**config.mk**
```make
export PLATFORM = sky130hd
export DESIGN_NAME = alu_seq_unit
export DESIGN_NICKNAME = d
export VERILOG_FILES = /design/src/rtl/alu_pkg.sv /design/src/rtl/shift_add_mul.sv /design/src/rtl/alu_seq_unit.sv
export SDC_FILE = /design/constraint.sdc
export NUM_CORES = 1
export LEC_CHECK = 0
export CAP_MARGIN = 10
export CORE_ASPECT_RATIO = 0.5
export CORE_UTILIZATION = 50
export DETAILED_ROUTE_END_ITERATION = 10
export PLACE_DENSITY = 0.65
export SLEW_MARGIN = 40
export SYNTH_ARGS = -nofsm -noshare
export SYNTH_HDL_FRONTEND = slang
export SYNTH_SLANG_ARGS = --single-unit
```
**constraint.sdc**
```tcl
create_clock -name clk -period 9.1 [get_ports clk]
set_input_delay 1.82 -clock clk [delete_from_list [all_inputs] [get_ports clk]]
set_output_delay 1.82 -clock clk [all_outputs]
set_load 0.02 [all_outputs]
```
**src/rtl/alu_pkg.sv**
```systemverilog
// alu_pkg: opcode and FSM state types shared by the sequential ALU and its multiplier
package alu_pkg;

    localparam int ALU_OP_W = 4;

    typedef enum logic [ALU_OP_W-1:0] {
        OP_ADD = 4'd0,
        OP_SUB = 4'd1,
        OP_AND = 4'd2,
        OP_OR  = 4'd3,
        OP_XOR = 4'd4,
        OP_NOR = 4'd5,
        OP_SLT = 4'd6,
        OP_SLL = 4'd7,
        OP_SRL = 4'd8,
        OP_SRA = 4'd9,
        OP_MUL = 4'd10
    } alu_op_t;

    typedef enum logic {
        IDLE = 1'b0,
        BUSY = 1'b1
    } state_t;

endpackage

```
**src/rtl/shift_add_mul.sv**
```systemverilog
// shift_add_mul: iterative unsigned multiplier, one partial-product step per clock
module shift_add_mul #(
    parameter int WIDTH = 32
) (
    input  logic               clk,
    input  logic               reset,
    input  logic               start,
    input  logic [WIDTH-1:0]   a,
    input  logic [WIDTH-1:0]   b,
    output logic               done,
    output logic [2*WIDTH-1:0] product
);

    localparam int CNT_W = $clog2(WIDTH);

    logic [2*WIDTH-1:0] r_acc;
    logic [2*WIDTH-1:0] r_mcand;
    logic [WIDTH-1:0]   r_mplier;
    logic [CNT_W-1:0]   r_cnt;
    logic               r_run;
    logic               w_last;

    // r_cnt counts finished steps minus one; bit 0 is folded into the start edge so the
    // full product is ready one cycle before the owner's WIDTH-th busy edge
    assign w_last  = r_cnt == CNT_W'(WIDTH - 1);
    assign done    = r_run && w_last;
    assign product = r_acc;

    // load on start, then add the shifted multiplicand for each remaining multiplier bit
    always_ff @(posedge clk) begin
        if (reset) begin
            r_acc    <= '0;
            r_mcand  <= '0;
            r_mplier <= '0;
            r_cnt    <= '0;
            r_run    <= 1'b0;
        end else if (start) begin
            r_acc    <= b[0] ? {{WIDTH{1'b0}}, a} : '0;
            r_mcand  <= {{(WIDTH-1){1'b0}}, a, 1'b0};
            r_mplier <= b >> 1;
            r_cnt    <= '0;
            r_run    <= 1'b1;
        end else if (r_run && !w_last) begin
            r_acc    <= r_acc + (r_mplier[0] ? r_mcand : '0);
            r_mcand  <= r_mcand << 1;
            r_mplier <= r_mplier >> 1;
            r_cnt    <= r_cnt + 1'b1;
        end
    end

endmodule

```
**src/rtl/alu_seq_unit.sv**
```systemverilog
// alu_seq_unit: registered ALU with valid/ready handshakes and an iterative multiply
module alu_seq_unit
    import alu_pkg::*;
#(
    parameter  int WIDTH   = 32,
    localparam int SHAMT_W = $clog2(WIDTH)
) (
    input  logic                clk,
    input  logic                reset,
    input  logic                in_valid,
    output logic                in_ready,
    input  logic [ALU_OP_W-1:0] op,
    input  logic [WIDTH-1:0]    src1,
    input  logic [WIDTH-1:0]    src2,
    output logic                out_valid,
    input  logic                out_ready,
    output logic [WIDTH-1:0]    result,
    output logic                zero,
    output logic                negative,
    output logic                carry,
    output logic                overflow,
    output logic                busy
);

    state_t               r_state;
    logic [SHAMT_W-1:0]   r_cnt;
    logic [WIDTH-1:0]     r_result;
    logic                 r_zero;
    logic                 r_negative;
    logic                 r_carry;
    logic                 r_overflow;
    logic                 r_out_valid;

    alu_op_t              w_op;
    logic [SHAMT_W-1:0]   w_shamt;
    logic [WIDTH-1:0]     w_b;
    logic [WIDTH:0]       w_sum;
    logic                 w_arith_v;
    logic [WIDTH-1:0]     w_res;
    logic                 w_c;
    logic                 w_v;
    logic                 w_accept;
    logic                 w_start;
    logic                 w_mul_done;
    logic [2*WIDTH-1:0]   w_prod;

    assign w_op      = alu_op_t'(op);
    assign w_shamt   = src2[SHAMT_W-1:0];
    // SUB is a + ~b + 1, so the carry-out doubles as the no-borrow flag
    assign w_b       = (w_op == OP_SUB) ? ~src2 : src2;
    assign w_sum     = {1'b0, src1} + {1'b0, w_b} + {{WIDTH{1'b0}}, w_op == OP_SUB};
    assign w_arith_v = (src1[WIDTH-1] == w_b[WIDTH-1]) && (w_sum[WIDTH-1] != src1[WIDTH-1]);

    assign in_ready  = (r_state == IDLE) && (!r_out_valid || out_ready);
    assign w_accept  = in_valid && in_ready;
    assign w_start   = w_accept && (w_op == OP_MUL);
    assign busy      = r_state == BUSY;

    assign out_valid = r_out_valid;
    assign result    = r_result;
    assign zero      = r_zero;
    assign negative  = r_negative;
    assign carry     = r_carry;
    assign overflow  = r_overflow;

    shift_add_mul #(.WIDTH(WIDTH)) u_mul (
        .clk     (clk),
        .reset   (reset),
        .start   (w_start),
        .a       (src1),
        .b       (src2),
        .done    (w_mul_done),
        .product (w_prod)
    );

    // single-cycle datapath; MUL and the illegal codes fall through to a zero result
    always_comb begin
        w_res = '0;
        w_c   = 1'b0;
        w_v   = 1'b0;
        case (w_op)
            OP_ADD, OP_SUB: begin
                w_res = w_sum[WIDTH-1:0];
                w_c   = w_sum[WIDTH];
                w_v   = w_arith_v;
            end
            OP_AND:  w_res = src1 & src2;
            OP_OR:   w_res = src1 | src2;
            OP_XOR:  w_res = src1 ^ src2;
            OP_NOR:  w_res = ~(src1 | src2);
            OP_SLT:  w_res = {{(WIDTH-1){1'b0}}, $signed(src1) < $signed(src2)};
            OP_SLL:  w_res = src1 << w_shamt;
            OP_SRL:  w_res = src1 >> w_shamt;
            OP_SRA:  w_res = $unsigned($signed(src1) >>> w_shamt);
            default: w_res = '0;
        endcase
    end

    // control FSM and output registers; a held result is only replaced once it drains
    always_ff @(posedge clk) begin
        if (reset) begin
            r_state     <= IDLE;
            r_cnt       <= '0;
            r_result    <= '0;
            r_zero      <= 1'b0;
            r_negative  <= 1'b0;
            r_carry     <= 1'b0;
            r_overflow  <= 1'b0;
            r_out_valid <= 1'b0;
        end else begin
            if (r_out_valid && out_ready)
                r_out_valid <= 1'b0;
            if (r_state == IDLE) begin
                if (w_start) begin
                    r_state <= BUSY;
                    r_cnt   <= '0;
                end else if (w_accept) begin
                    r_result    <= w_res;
                    r_zero      <= w_res == '0;
                    r_negative  <= w_res[WIDTH-1];
                    r_carry     <= w_c;
                    r_overflow  <= w_v;
                    r_out_valid <= 1'b1;
                end
            end else begin
                r_cnt <= r_cnt + 1'b1;
                if (r_cnt == SHAMT_W'(WIDTH - 1) && w_mul_done) begin
                    r_state     <= IDLE;
                    r_result    <= w_prod[WIDTH-1:0];
                    r_zero      <= w_prod[WIDTH-1:0] == '0;
                    r_negative  <= w_prod[WIDTH-1];
                    r_carry     <= 1'b0;
                    r_overflow  <= |w_prod[2*WIDTH-1:WIDTH];
                    r_out_valid <= 1'b1;
                end
            end
        end
    end

endmodule

```
==> results of run 1 <==
critical path, stage by stage:
cell	delay (ps)
clkdlybuf4s50_1	810
nor4b_4	490
buf_4	270
xnor2_1	170
inv_1	90
fa_1	420
nand2b_1	180
a21oi_1	210
nor3b_1	110
o21ai_1	290
xnor2_1	210
o211ai_1	180
nand4b_1	240
nor4_1	470
nand4b_1	220
or4b_1	540
nor4_2	160
a31o_1	170
synth_stat cells (all sizes together), types with 6 or more instances:
cell	number
a211o	7
a211oi	33
a21boi	6
a21o	49
a21oi	292
a221o	10
a221oi	14
a222oi	6
a22oi	15
a311oi	71
a31oi	23
and2	72
and3	18
and4	6
buf	49
clkbuf	189
dfxtp	206
ha	194
inv	103
mux2	10
mux2i	39
mux4	58
nand2	438
nand2b	34
nand3	78
nand4	28
nor2	279
nor2b	18
nor3	39
nor3b	7
nor4	26
nor4b	7
o211ai	36
o21a	17
o21ai	160
o21bai	13
o221ai	8
o22ai	11
o31ai	13
or3	7
xnor2	78
xor2	37
through the flow:
stage	setup WS, ps	std cells	util, %
after global routing	2210	3385	56.6
after floorplan	2940	2872	-
after detailed placement	1760	3344	54.6
after CTS	2310	3383	56.5
after global placement	1930	3344	54.6
final	2560	3385	56.6
final cells by class:
| cell class | count | area (um2) | area share [%] |
|---|---|---|---|
| Inverter | 103 | 387 | 1.67 |
| Clock inverter | 9 | 146 | 0.632 |
| Multi-Input combinational cell | 2325 | 15600 | 67.5 |
| Timing Repair Buffer | 172 | 1560 | 6.74 |
| Tap cell | 540 | 676 | 2.92 |
| Clock buffer | 30 | 631 | 2.72 |
| Sequential cell | 206 | 4130 | 17.8 |
placed cells by master (no fill, tap or decap), drive strengths merged, types with 28 or more instances in the layout:
cell type	count
mux2i	39
o211ai	36
clkdlybuf4s50	102
o21ai	160
buf	70
xor2	37
nor2	279
a211oi	33
a21oi	292
nand2b	34
and2	72
mux4	58
dfxtp	206
a311oi	71
nand4	28
inv	105
a21o	49
nand2	438
ha	194
xnor2	78
clkbuf	30
nor3	39
nand3	78
flip-flops by register name, summed over array words and instances, names as in the netlist:
register and count:
u_mul.r_run 1, u_mul.r_cnt 5, out_valid 1, u_mul.product 64, result 32, busy 1
u_mul.r_mplier 31, overflow 1, carry 1, zero 1, u_mul.r_mcand 63, r_cnt 5
routing by layer:
| metal | part of all wire (%) | track usage, % | up-vias |
|---|---|---|---|
| met4 | 3.1 | 9.79 | 6 |
| met5 | 0.053 | 0 | - |
| met1 | 45 | 55.8 | 10400 |
| li1 | - | - | 10200 |
| met2 | 40 | 53.5 | 1175 |
| met3 | 12 | 9.56 | 196 |
cells by family after synthesis:
group	synth area share, %
AO/OA/AOI/OAI	25.1
XOR/XNOR	4.80
adder cells (fa/ha/maj)	11.8
buffers and inverters	6.38
flip-flops	19.6
multiplexers	8.62
AND/OR/NAND/NOR	23.7
power by group:
part           leakage, nW  switching, mW  internal [mW]
clock network        0.367          0.443          0.552
logic                 7.08          0.492          0.279
registers             1.67         0.0153          0.920
total                 9.11          0.949           1.75
worst max-delay path by stage:
stage | startpoint | end | slack (ps) | depth (start not counted)
global route | op[1] | zero | 2210 | 18
global placement | op[1] | zero | 1930 | 16
finish | op[1] | zero | 2560 | 18
detailed placement | op[1] | zero | 1760 | 16
floorplan | src2[2] | zero | 2940 | 19
CTS | op[1] | zero | 2310 | 16
==> impl_results.md, run 1 <==
* Routed vias/inst at 6.49
* Starting Density at 51.3%
* Area grow syn2layout at 10.3%
* Synth area leader: dfxtp_1
* Clk_skew at 19.7 ps
* Final Cycle Share at 71.8%
* Ys async rst share at 0%
* Die width at 292 um
* Ports at 111
* Pin count of the biggest net entering global routing at 106
* Depth of the CTS H-tree at 1
* Final net count at 3,098
* Tmin final at 6540 ps
* Setup_tns at 0 ps
* Post-synth top flop: dfxtp_1
* Status: finished, final reports clean
* Synth area leaders: dfxtp_1 (20%), ha_1 (12%), nand2_1 (7.8%)
* Unrepaired setup endpoints after global routing: false
* Post-synthesis net count at 3,140
* Worst-path maximum fanout at 17
* Register area share after synthesis at 19.6%
* Worst hold start: result[7]
* # DRC at 0
* Worst Hold Path EP: result[7]
* Post-DP Area at 22,400 um2
* Initial antenna violation count at 3
* Worst Setup End Kind: flop
* Worst EP arrival at 7050 ps
* Syn_area_per_cell at 7.31 um2
* P per Cell Area at 117 nW/um2
* Post-synth EDFFs at 0
* Buffers on Ports at 110
* Worst hold-check path type: flop to flop
* Hold-fix buffers at CTS at 0
* Worst slew pin tran at 878 ps
* Crit Path Class: input pin to flop
* Hold Crit Depth at 2
* Instance count of the mapped netlist at 2,872
* Starting DRT DRC Count at 2,538
* R2R Setup Slk at 4410 ps
* Aggregate global routing overflow at 0
* Row cnt at 52
* Final ANT Viol Nets at 0
* Synth cell types at 85
* Synthesized area at 21,000 um2
* Slew Limit Fails at 0
* Setup repair bufs after CTS at 0
* Achievable Freq at 0.153 GHz
* #FFs+latches synth at 206
* GRT Overall Usage at 37.7%
* Total number of vias at 22.0k
* Max VDD drop at 0.137 mV
* Max-cap violations at 0
* Fill cells at 3,957
* Layout cells sized above 1 at 7.42%
* Cts repair resizes at 0
* Clock Pin Slew Worst Setup and Hold Paths at 80 ps
* Vias in the first global route at 20.0k
* TritonCTS buffer count at 22
* Number of hold violations in the final report at 0
* RR Endpoint: u_mul.product[63]
* Clock Tree Buf Depth at 3
* Die area at 42,900 um2
* First-pass GRT wire length at 125,000 um
* Worst Reg2Reg Path Length in Cells at 17
* CTS tree: yes
* Clock sinks at 206
* Tot Pwr at 2.70 mW
* Clock root cell: clkbuf_16
* Final wirelength at 82,700 um
* Top-area cell type share of the netlist area at 19.6%
* Ant diodes at 0
* RR Startpoint: u_mul.r_mplier[0]
* Synth warn at 0
* Die height at 147 um
* CP required at 9620 ps
* Post-DP HPWL at 60,100 um
* Avg WL per Cell at 24.4 um
* Endpoints failing setup at 0
* Slew HR at 40.8%
* Startpoint types: input pin
* Core area at 40,900 um2
* Clk_lat worst skew at 580 ps
* Cell area after layout at 23,200 um2
* RePlAce Congestion at 1.01
* Drt pass-1 iters at 8
* Leak pwr at 9.11 nW
* Worst hold slack at 456 ps
Power figures use the tool's default switching activity.
==> run 2, diff against run 1 <==
- PLACE_DENSITY: 0.65 -> 0.68
- clock period: 9.1 -> 5.25 ns (I/O delays scaled with it)
==> run 2 against run 1 <==
Effect of this change:
- critical path depth shrank 1
- worst setup slack lost 2400 ps
- global-route usage grew 0.45 points
- design area grew 7.1%
- non-clock buffer count grew 198
- final cell count grew 5.9%
- highest routed layer is now met4
- sequential power grew 73%
==> impl_results.md, run 2 (synthesized netlist as in run 1, its figures left out) <==
* Status: finished, final reports clean
* Buffers on Ports at 110 (unchanged)
* Area grow syn2layout at 18.1%
* Starting DRT DRC Count at 2,706 (+6.6%)
* Layout cells sized above 1 at 13.3% (+5.9 points)
* Worst hold start: result[6]
* Ports at 111 (unchanged)
* Row cnt at 52 (unchanged)
* P per Cell Area at 195 nW/um2 (+67%)
* Worst-path maximum fanout at 10 (-7)
* Endpoints failing setup at 0 (unchanged)
* Pin count of the biggest net entering global routing at 100 (-5.7%)
* Final wirelength at 84,500 um (+2.1%)
* Tmin final at 5140 ps
* Die height at 147 um (unchanged)
* CTS tree: yes
* Vias in the first global route at 21.0k (+5.0%)
* Aggregate global routing overflow at 0 (unchanged)
* GRT Overall Usage at 38.1% (+0.45 points)
* Worst EP arrival at 5650 ps (-1400 ps)
* Slew Limit Fails at 0 (unchanged)
* Fill cells at 3,830 (-3.2%)
* Post-DP HPWL at 63,900 um (+6.4%)
* Critical path's slowest cell: or4b_1
* # DRC at 0 (unchanged)
* Leak pwr at 10.1 nW (+11%)
* Max-cap violations at 0 (unchanged)
* Final net count at 3,295 (+6.4%)
* Final Cycle Share at 97.8%
* First-pass GRT wire length at 127,000 um (+1.4%)
* Tot Pwr at 4.82 mW (+79%)
* Post-layout util at 60.6% (+4.0 points)
* Die area at 42,900 um2 (unchanged)
* Clk_skew at 25.8 ps (+6.05 ps)
* Clock Pin Slew Worst Setup and Hold Paths at 70 ps (about the same)
* Number of hold violations in the final report at 0 (unchanged)
* Depth of the CTS H-tree at 1 (unchanged)
* TritonCTS buffer count at 21 (-4.5%)
* Die width at 292 um (unchanged)
* Delay-heaviest family, CP: simple AND/OR/NAND/NOR gates
* CP required at 5760 ps (-3860 ps)
* Worst path most repeated cell: o211ai_1
* Worst Hold Path EP: result[6]
* Achievable Freq at 0.195 GHz
* RePlAce Congestion at 1.06 (+4.8%)
* Setup repair bufs after CTS at 0 (unchanged)
* Startpoint types: input pin
* Initial antenna violation count at 2 (-1)
* Unrepaired setup endpoints after global routing: false
* Most frequent cells in the layout: nand2_1 (438), a21oi_1 (292), nor2_1 (277), buf_4 (244), dfxtp_1 (204)
* RR Endpoint: u_mul.product[63]
* Clock Tree Buf Depth at 3 (unchanged)
* Drt pass-1 iters at 7 (-1)
* Clock root cell: clkbuf_16
* Hold Crit Depth at 2 (unchanged)
* Crit-path max cell delay at 610 ps (-200 ps)
* Final ANT Viol Nets at 0 (unchanged)
* Total number of vias at 23.0k (+4.6%)
* Worst Reg2Reg Path Length in Cells at 16 (-1)
* Worst slew pin tran at 863 ps (-15.3 ps)
* Slew HR at 42.1% (+1.3 points)
* Core area at 40,900 um2 (unchanged)
* Clk_lat worst skew at 570 ps (about the same)
* WP buf/inv at 2 (-1)
* Routed vias/inst at 6.41 (-1.2%)
* Crit-path cells: clkdlybuf4s50_1 -> nor4b_4 -> buf_12 -> xnor2_1 -> ha_1 -> o211ai_1 -> a21oi_1 -> nor3b_1 -> o211ai_1 -> a21boi_0 -> xor2_1 -> o221ai_1 -> nor4b_2 -> nand4b_1 -> or4b_1 -> nor4_2 -> a31o_1
* Most common cell after layout, fill and taps aside: nand2_1
* Max FFs per register at 64 (unchanged)
* R2R Setup Slk at 720 ps (-3690 ps)
* Crit Path Class: input pin to flop
* RR Startpoint: u_mul.r_mplier[0]
* Avg WL per Cell at 23.6 um (-3.5%)
* Worst hold-check path type: flop to flop
* Worst Setup End Kind: flop
* Max VDD drop at 0.211 mV (+54%)
* Cts repair resizes at 0 (unchanged)
* Hold-fix buffers at CTS at 0 (unchanged)
* Clock sinks at 206 (unchanged)
* Starting Density at 51.3% (unchanged)
-- run 2: cell count changes in the layout (fill, tap and decap cells not counted), moves of 2 or more --
cell	before	now
a2111oi_0	4	2
buf_2	5	3
clkbuf_8	5	3
clkdlybuf4s50_1	102	105
clkinv_2	0	5
buf_6	2	0
nor3_2	4	2
diode_2	0	2
buf_4	61	244
buf_12	1	17
-- run 2: area by class of cell --
cell class / count / area [um2] / share of cell area [%]
multi-input cells: 2325 / 15600 / 63.0
flip-flops and latches: 206 / 4130 / 16.6
repair buffers: 370 / 3270 / 13.2
well taps: 540 / 676 / 2.72
clock buffers: 27 / 578 / 2.33
inverters: 103 / 387 / 1.56
clock inverters: 11 / 139 / 0.560
diodes: 2 / 5.00 / 0.0202
-- run 2: worst register-to-register path: cells and delay by family, from the launching register on --
kind / cells / cell delay (ps)
buffers and inverters: 1 / 60
and+or+nand+nor: 4 / 800
adders and majority gates: 2 / 570
AOI/OAI and AO/OA: 8 / 2070
DFF: 1 / 720
xor gates and xnor gates: 1 / 170
-- run 2: how the worst max path moves through the flow --
stage / start / to / cells past startpoint
final: op[1] / zero / 17
after global routing: op[1] / zero / 17
after CTS: op[1] / zero / 18
after detailed placement: op[1] / zero / 18
after global placement: op[1] / zero / 18
after floorplan: src2[2] / zero / 19
-- run 2: stage by stage --
stage                     hold slack (ps)  area (um2)  cells  TNS (ps)  setup slack, ps
final                                 454       24800   3584         0              114
after global routing                  474       24800   3582         0            0.110
after CTS                             456       24800   3582         0              127
after detailed placement              447       24100   3544     -1190             -426
after global placement                443       24000   3543      -830             -334
after floorplan                       432       21000   2872         0             18.8
-- run 2: power breakdown --
part	switching [mW]	internal [mW]	leakage (nW)
Sequential	0.0270	1.60	1.67
Clock	0.721	0.927	0.351
Combinational	0.913	0.641	8.10
-- run 2: layer usage --
metal	GRT usage [%]	wire (um)	up-vias
li1	-	-	10600
met1	53.2	36800	11000
met2	57.5	35500	1154
met3	9.58	9400	164
met4	11.7	2760	0
met5	0	0	-
